--- config.mk ---
export PLATFORM = sky130hd
export DESIGN_NAME = idma_txrx_rx_packer
export DESIGN_NICKNAME = d
export VERILOG_FILES = /design/src/rtl/idma_txrx_pkg.sv /design/src/rtl/idma_txrx_rx_timeout.sv /design/src/rtl/idma_txrx_rx_packer.sv
export SDC_FILE = /design/constraint.sdc
export NUM_CORES = 1
export LEC_CHECK = 0
export ABC_CLOCK_PERIOD_IN_PS = 7100
export CAP_MARGIN = 20
export CORE_UTILIZATION = 45
export DETAILED_ROUTE_END_ITERATION = 10
export DONT_BUFFER_PORTS = 1
export SYNTH_ARGS = -nofsm -noshare
export SYNTH_HDL_FRONTEND = slang
export SYNTH_SLANG_ARGS = --single-unit
--- constraint.sdc ---
create_clock -name clk_i -period 7.1 [get_ports clk_i]
set_input_delay 1.065 -clock clk_i [delete_from_list [all_inputs] [get_ports clk_i]]
set_output_delay 1.065 -clock clk_i [all_outputs]
set_load 0.1 [all_outputs]
--- src/rtl/idma_txrx_pkg.sv ---
// Shared types and helpers for the TXRX RX packer.
// Contents:
//   state_e         packer FSM states (IDLE, FILL, OUT)
//   len_t           transfer length / bytes-left type at the default width
//   datasize_t      valid-byte count type at the default word width
//   datasize_width  width needed to hold a byte count 0..strb (inclusive)
package idma_txrx_pkg;

  localparam int unsigned DefaultStrbWidth = 16;
  localparam int unsigned DefaultLenWidth  = 32;

  typedef enum logic [1:0] {
    IDLE = 2'd0,
    FILL = 2'd1,
    OUT  = 2'd2
  } state_e;

  typedef logic [DefaultLenWidth-1:0]       len_t;
  typedef logic [$clog2(DefaultStrbWidth):0] datasize_t;

  // A full word holds strb bytes, so the count needs one bit more than log2(strb).
  function automatic int unsigned datasize_width(input int unsigned strb);
    return $clog2(strb) + 1;
  endfunction

endpackage

--- src/rtl/idma_txrx_rx_timeout.sv ---
// Loadable idle counter for the RX packer partial-word flush.
// Only instantiated when IDMA_TXRX_RX_TIMEOUT_EN is defined.
// Ports:
//   clk_i       clock
//   rst_i       synchronous active-high reset
//   count_en_i  count one idle cycle; when low the counter reloads to zero
//   expired_o   high in the idle cycle that completes Cycles idle cycles
module idma_txrx_rx_timeout #(
  parameter int unsigned Cycles = 64
) (
  input  logic clk_i,
  input  logic rst_i,
  input  logic count_en_i,
  output logic expired_o
);

  localparam int unsigned CntW = $clog2(Cycles + 1);

  logic [CntW-1:0] count_q;

  always_ff @(posedge clk_i) begin
    if (rst_i || !count_en_i) begin
      count_q <= '0;
    end else begin
      count_q <= count_q + 1'b1;
    end
  end

  assign expired_o = count_en_i && (count_q == CntW'(Cycles - 1));

endmodule

--- src/rtl/idma_txrx_rx_packer.sv ---
// Packs the narrow RX peripheral byte stream into StrbWidth-byte words and
// presents them as a read response (data/valid/datasize/bytes_left).
// One command is one RX transfer of cmd_len_i bytes.
// Optional feature: define IDMA_TXRX_RX_TIMEOUT_EN to flush a partial word
// after TimeoutCycles idle cycles in FILL.
// Ports:
//   clk_i, rst_i                 clock, synchronous active-high reset
//   cmd_len_i/valid_i/ready_o    transfer command
//   periph_data_i/valid_i/ready_o RX beats, byte 0 in bits [7:0]
//   rsp_data_o/valid_o/ready_i   packed word, first byte in lane 0
//   rsp_datasize_o               valid bytes in rsp_data_o
//   rsp_bytes_left_o             bytes of the transfer remaining after this word
//   busy_o                       high in FILL or OUT
module idma_txrx_rx_packer
  import idma_txrx_pkg::*;
#(
  parameter int unsigned StrbWidth     = 16,
  parameter int unsigned PeriphWidth   = 1,
  parameter int unsigned LenWidth      = 32,
  parameter int unsigned TimeoutCycles = 64
) (
  input  logic                             clk_i,
  input  logic                             rst_i,
  input  logic [LenWidth-1:0]              cmd_len_i,
  input  logic                             cmd_valid_i,
  output logic                             cmd_ready_o,
  input  logic [8*PeriphWidth-1:0]         periph_data_i,
  input  logic                             periph_valid_i,
  output logic                             periph_ready_o,
  output logic [8*StrbWidth-1:0]           rsp_data_o,
  output logic                             rsp_valid_o,
  input  logic                             rsp_ready_i,
  output logic [$clog2(StrbWidth):0]       rsp_datasize_o,
  output logic [LenWidth-1:0]              rsp_bytes_left_o,
  output logic                             busy_o
);

  localparam int unsigned FillW = datasize_width(StrbWidth);

  state_e                 state_q;
  logic [LenWidth-1:0]    remaining_q, remaining_d;
  logic [FillW-1:0]       fill_q, fill_d, beat_n;
  logic [8*StrbWidth-1:0] word_q, word_d;
  logic                   beat_acc, word_done, timeout_hit;

  assign beat_acc = (state_q == FILL) && periph_valid_i;

  // Bytes taken from this beat; a short last beat only contributes what is left.
  assign beat_n = (remaining_q < LenWidth'(PeriphWidth)) ? FillW'(remaining_q)
                                                         : FillW'(PeriphWidth);
  assign fill_d      = fill_q + beat_n;
  assign remaining_d = remaining_q - LenWidth'(beat_n);
  assign word_done   = (fill_d == FillW'(StrbWidth)) || (remaining_d == '0);

  // fill is always a multiple of PeriphWidth, so lane gi is fed by beat byte
  // gi % PeriphWidth. rel wraps to >= StrbWidth for lanes below fill, which
  // keeps it above any beat_n.
  genvar gi;
  generate
    for (gi = 0; gi < StrbWidth; gi++) begin : g_lane
      logic [FillW-1:0] rel;
      assign rel = FillW'(gi) - fill_q;
      assign word_d[gi*8 +: 8] = (rel < beat_n) ? periph_data_i[(gi % PeriphWidth)*8 +: 8]
                                                : word_q[gi*8 +: 8];
    end
  endgenerate

`ifdef IDMA_TXRX_RX_TIMEOUT_EN
  logic idle_count_en;
  assign idle_count_en = (state_q == FILL) && (fill_q != '0) && !periph_valid_i;

  idma_txrx_rx_timeout #(
    .Cycles(TimeoutCycles)
  ) u_timeout (
    .clk_i      (clk_i),
    .rst_i      (rst_i),
    .count_en_i (idle_count_en),
    .expired_o  (timeout_hit)
  );
`else
  logic unused_timeout;
  assign unused_timeout = (TimeoutCycles != 0);
  assign timeout_hit    = 1'b0;
`endif

  always_ff @(posedge clk_i) begin
    if (rst_i) begin
      state_q     <= IDLE;
      remaining_q <= '0;
      fill_q      <= '0;
      word_q      <= '0;
    end else begin
      unique case (state_q)
        IDLE: begin
          if (cmd_valid_i) begin
            remaining_q <= cmd_len_i;
            fill_q      <= '0;
            word_q      <= '0;
            // A zero-length command is consumed without producing a word.
            if (cmd_len_i != '0) state_q <= FILL;
          end
        end
        FILL: begin
          if (beat_acc) begin
            word_q      <= word_d;
            fill_q      <= fill_d;
            remaining_q <= remaining_d;
            if (word_done) state_q <= OUT;
          end else if (timeout_hit) begin
            state_q <= OUT;
          end
        end
        OUT: begin
          if (rsp_ready_i) begin
            if (remaining_q == '0) begin
              state_q <= IDLE;
            end else begin
              state_q <= FILL;
              fill_q  <= '0;
              word_q  <= '0;
            end
          end
        end
        default: state_q <= IDLE;
      endcase
    end
  end

  assign cmd_ready_o      = (state_q == IDLE);
  assign periph_ready_o   = (state_q == FILL);
  assign rsp_valid_o      = (state_q == OUT);
  assign busy_o           = (state_q != IDLE);
  assign rsp_data_o       = word_q;
  assign rsp_datasize_o   = fill_q;
  assign rsp_bytes_left_o = remaining_q;

endmodule

# == Yosys cells after proc, flatten, opt, wreduce, memory -nomap -nowiden ==
# Index checks and enable logic that the tools add are counted.
# totals
register_bits,167
inputBits,45
out_inout_bits,169
wordCells,144
# op_classes
n_addsub,18
order_cmp,17
n_eq_ne,25
muxes,37
n_reduce_logical,28
# op_table
operator,n
$mux 128,4
$pmux 128 s3,1
$mux 8,16
$reduce_and 6->1,16
$lt 5x5->1,16
$logic_not 32->1,2
$mux 32,2
$pmux 32 s2,1
$ne 2x1->1 const B,20
$sub 4x5->5 const A,8
$lt 32x1->1 const B,1
$reduce_bool 32->1,1
$sub 32x5->32,1
$mux 5,5
$sub 3x5->5 const A,4
$pmux 5 s3,1
$mux 2,5
$reduce_and 5->1,2
$sub 1x5->5 const A,2
$sub 2x5->5 const A,2
$pmux 2 s3,1
$add 5x5->5,1
$eq 5x5->1 const B,1
$ne 2x2->1 const B,2
9 further kinds,10

# == Depth between registers and ports, before layout ==
# depth
depth_word,8
ltp_mapped,16
mapped_depth_nobuf,14

# == Worst setup path after synthesis ==
# No wires, ideal clock.
# synth_timing
path_type,reg2reg
from,"reg remaining_q[10], in the netlist rsp_bytes_left_o[10]"
to,reg state_q[1]
setup_ps,86
arrival_ps,4290
t_required_ps,7014
setup_slack_ps,2724
stages_incl_launch_ff,15
path_buffers,2
period_less_slack_ps,4376
cell_sequence,dfxtp_1 nor3_1 and4_1 clkbuf_1 and3_1 buf_2 nor2_1 ha_1 or4b_1 or3_1 nor3_1 xor2_1 a2111oi_4 nand4_1 a221oi_2
# synth_between
elab_chain_len,7
elab_cells_between_ends,9
classes_between,add/sub (2); order compare (1); eq/ne (2); mux (1); reduce/logical (3)
# synth_rtl
item,line_no,text
"start, declared",idma_txrx_rx_packer.sv:41,"logic [LenWidth-1:0] remaining_q, remaining_d;"
"start signal, assigned",idma_txrx_rx_packer.sv:96,remaining_q <= cmd_len_i;
"start signal, assigned",idma_txrx_rx_packer.sv:107,remaining_q <= remaining_d;
$lt 32x1->1,idma_txrx_rx_packer.sv:49,assign beat_n = (remaining_q < LenWidth'(PeriphWidth)) ? FillW'(remaining_q)
$mux 5,idma_txrx_rx_packer.sv:49,
$sub 32x5->32 / $add 5x5->5 (equally long branches),"idma_txrx_rx_packer.sv:52, idma_txrx_rx_packer.sv:51",
$logic_not 32->1 / $eq 5x5->1 (equally long branches),idma_txrx_rx_packer.sv:53,assign word_done = (fill_d == FillW'(StrbWidth)) || (remaining_d == '0);
$logic_or 1x1->1 (*),idma_txrx_rx_packer.sv:53,
$ne 2x1->1 (no source line) (*),n/a,
$reduce_and 5->1 (no source line) (*),n/a,
"end signal, assigned",idma_txrx_rx_packer.sv:88,state_q <= IDLE;
"end signal, assigned",idma_txrx_rx_packer.sv:100,if (cmd_len_i != '0) state_q <= FILL;
"end signal, assigned",idma_txrx_rx_packer.sv:108,if (word_done) state_q <= OUT;
"end, declared",idma_txrx_rx_packer.sv:40,state_e state_q;
# Every way passes the cells marked *; elsewhere a longest branch is shown, timed or not.
# A chain may end at the register's enable or synchronous reset.

# == Worst setup path after layout ==
# layout_timing
from,"reg remaining_q[12], in the netlist rsp_bytes_left_o[12]"
to,reg state_q[1]
# The elaborated chain is that of the path after synthesis.

==> run metrics <==
status completed; Skew-Pair Late Insertion Delay approximately 0.44 ns; DP HPWL 18700 um; Syn Inst Count 1137; routability congestion estimate 0.880; Top delay family on crit path simple AND/OR/NAND/NOR gates; routed vias around 8.3k; sequential share of the synthesized area 0.364; Placed Instances 1389; crit-path cells nor3_1 > buf_4 > and4_1 > and3_1 > nor2_1 > ha_1 > or4b_1 > nor3_1 > nand4_1 > xnor2_1 > a211oi_1 > nand4_1 > a221oi_2; initial antenna violation count 0; final wirelength 27800 um; R2R Setup Slk 2.20 ns; wire per inst 19.6 um; Max Slew Vio Count 0; Worst Path Buf+Inv 1; pin count of the biggest net entering global routing between 150 and 200; hold path cells 2; layout cells sized above 1 0.0727; min Tclk post-route 4.90 ns; Layout Utilization 0.518; CORE AREA 19700 sq um; HP Start rsp_datasize_o[0]$_SDFFE_PP0P_; Antenna Cells 0; Area growth, synth to finish 11.1%; ANT nets after route 0; Arr. time, crit path around 5.2 ns; num rows 51; asr flop ratio synth 0; gr usage total 0.267; chip height ~140 um; Worst Setup End Kind register; post-CTS setup buffers 0; Worst Tran Pin Value 1.16 ns; I/O pins 214; slowest stage cell, crit path dfxtp_1; critical path class register to register; Final period util 0.690; CTS Buf Count 17; post-CTS resize count 0; setup violators final 0; Pre-antenna DRT Iters 5; critical path required time 7.44 ns; unrepaired setup endpoints after global routing false; number of remaining DRC errors 0; yosys warns 0; vias in the first global route 7929; Post-Layout Cell Count 1421; clock slew at reported path FFs around 0.070 ns; Fin Setup TNS 0 ns; Synth Register Bits around 170; die area 21000 sq um; Via density 5.87; pwr/cell area 301 nW/um^2; Slew HR 0.225; Lkg Pwr 3.99 nW; critical-path maximum fanout 11; Clock Sinks 167; starting density of the core 0.466; Final Hold Fails 0; Min-Delay Endpoint rsp_datasize_o[0]$_SDFFE_PP0P_; top_reg_cell synth dfxtp_1; H-tree depth 4; CTS tree yes; clk root buf clkbuf_16; hold crit path type register to register; grt ovf 0; Post-synth EDFFs 0; CP max stage delay 1.07 ns; first-pass GRT wire length 45100 um; most frequent cells in the layout 165 x dfxtp_1, 137 x a21oi_1, 106 x nand3_1; max-cap violations 0; Max Clock Freq between 200 and 250 MHz; Worst R2R Path Depth 13; commonest non-fill, non-tap cell in the layout dfxtp_1; worst r2r src rsp_bytes_left_o[12]$_SDFFE_PP0P_; PortBufs 0; FF-to-FF End state_q[1]$_SDFFE_PP0P_; Yosys cell types a little under 70; Syn Std Cell Area 9190 sq um; Die Wd 145 um; Total Nets Final approximately 1.3k; Clock Skew 0.0196 ns; hold_buf cts 0; Startpoint Class register; DR iter-0 viols 571; VDD IR max 0.180 mV; Mapped Avg Cell Area 8.08 sq um; Max Root-Sink Buffers 2
sequential cells by signal (all words and copies together) (netlist names):
signal and cells:
rsp_datasize_o 5, rsp_data_o 128, state_q 2, rsp_bytes_left_o 32
through the flow:
stage	hold WS, ns	setup WS (ns)	power (W)	cell area, sq um
detailed placement	0.572	2.29	0.00210	9590
global placement	0.565	2.40	0.00210	9590
CTS	0.578	2.25	0.00308	10200
global route	0.607	1.83	0.00321	10200
finish	0.584	2.20	0.00307	10200
floorplan	0.710	2.72	0.00195	9370
kinds of logic (layout without fill, tap and decap cells):
family / after synthesis / in the layout / synth area share
compound gates: 401 / 401 / 0.256
xor+xnor: 33 / 33 / 0.0315
other cells: 2 / 51 / 0.000817
buf+inv: 121 / 91 / 0.0509
flops: 167 / 167 / 0.364
simple gates: 313 / 313 / 0.169
mux: 34 / 34 / 0.0372
fa+ha+maj: 66 / 66 / 0.0907
cell type report:
type                    count  area, sq um
clock buffers              18          439
multi-input cells         898         5590
repair buffers             26          195
flip-flops and latches    167         3350
inverters                  33          124
well taps                 265          332
clock inverters            14          179
fillers                  1932         9510
worst register-to-register path, cell delays in order (launching register included):
cell and delay, ns:
dfxtp_1 1.07, nor3_1 0.15, buf_4 0.21, and4_1 0.27
and3_1 0.33, nor2_1 0.17, ha_1 0.24, or4b_1 0.56
nor3_1 0.61, nand4_1 0.27, xnor2_1 0.18, a211oi_1 0.23
nand4_1 0.23, a221oi_2 0.28
cells in the mapped netlist, types with 2 or more instances:
library cell,instances,area share
a211oi_1,9,0.0074
a21boi_0,9,0.0074
a21o_1,12,0.0098
a21oi_1,137,0.075
a22o_1,2,0.0019
a22oi_1,14,0.011
a311oi_1,2,0.0019
a31oi_1,3,0.0020
and2_1,8,0.0054
and3_1,3,0.0020
buf_1,5,0.0020
buf_2,11,0.0060
clkbuf_1,72,0.029
conb_1,2,0.00082
dfxtp_1,167,0.36
ha_1,65,0.088
inv_1,32,0.013
mux2i_1,33,0.036
nand2_1,49,0.020
nand2b_1,3,0.0020
nand3_1,106,0.058
nand4_1,5,0.0034
nand4b_1,2,0.0019
nor2_1,78,0.032
nor2b_1,6,0.0041
nor3_1,15,0.0082
nor4_1,13,0.0088
nor4b_1,2,0.0019
o21a_1,28,0.023
o21ai_0,54,0.029
o21ai_1,95,0.052
o21ai_2,4,0.0038
o22ai_1,3,0.0020
o31ai_1,9,0.0074
o41ai_1,2,0.0019
or3_1,9,0.0061
or4_1,5,0.0041
or4_4,2,0.0025
xnor2_1,18,0.017
xor2_1,15,0.014
worst max path at each step:
stage               depth (start not counted)                                 to                              start  slack, ns
finish                                     13            state_q[1]$_SDFFE_PP0P_  rsp_bytes_left_o[12]$_SDFFE_PP0P_       2.20
global route                               13  rsp_bytes_left_o[20]$_SDFFE_PP0P_  rsp_bytes_left_o[12]$_SDFFE_PP0P_       1.83
CTS                                        13            state_q[1]$_SDFFE_PP0P_  rsp_bytes_left_o[12]$_SDFFE_PP0P_       2.25
detailed placement                         13            state_q[1]$_SDFFE_PP0P_  rsp_bytes_left_o[12]$_SDFFE_PP0P_       2.29
global placement                           13            state_q[1]$_SDFFE_PP0P_  rsp_bytes_left_o[12]$_SDFFE_PP0P_       2.40
floorplan                                  14            state_q[1]$_SDFFE_PP0P_  rsp_bytes_left_o[10]$_SDFFE_PP0P_       2.72
per-layer routing:
layer	part of all wire	global-route usage
met4	0.027	0.101
met2	0.46	0.422
met5	0	0
met1	0.43	0.335
met3	0.088	0.0871
power by group:
| group | switching, W | internal (W) | total, W |
|---|---|---|---|
| logic | 0.000472 | 0.000213 | 0.000685 |
| clock network | 0.000439 | 0.000546 | 0.000986 |
| registers | 0.000404 | 0.000996 | 0.00140 |
(Power assumes the default switching activity.)
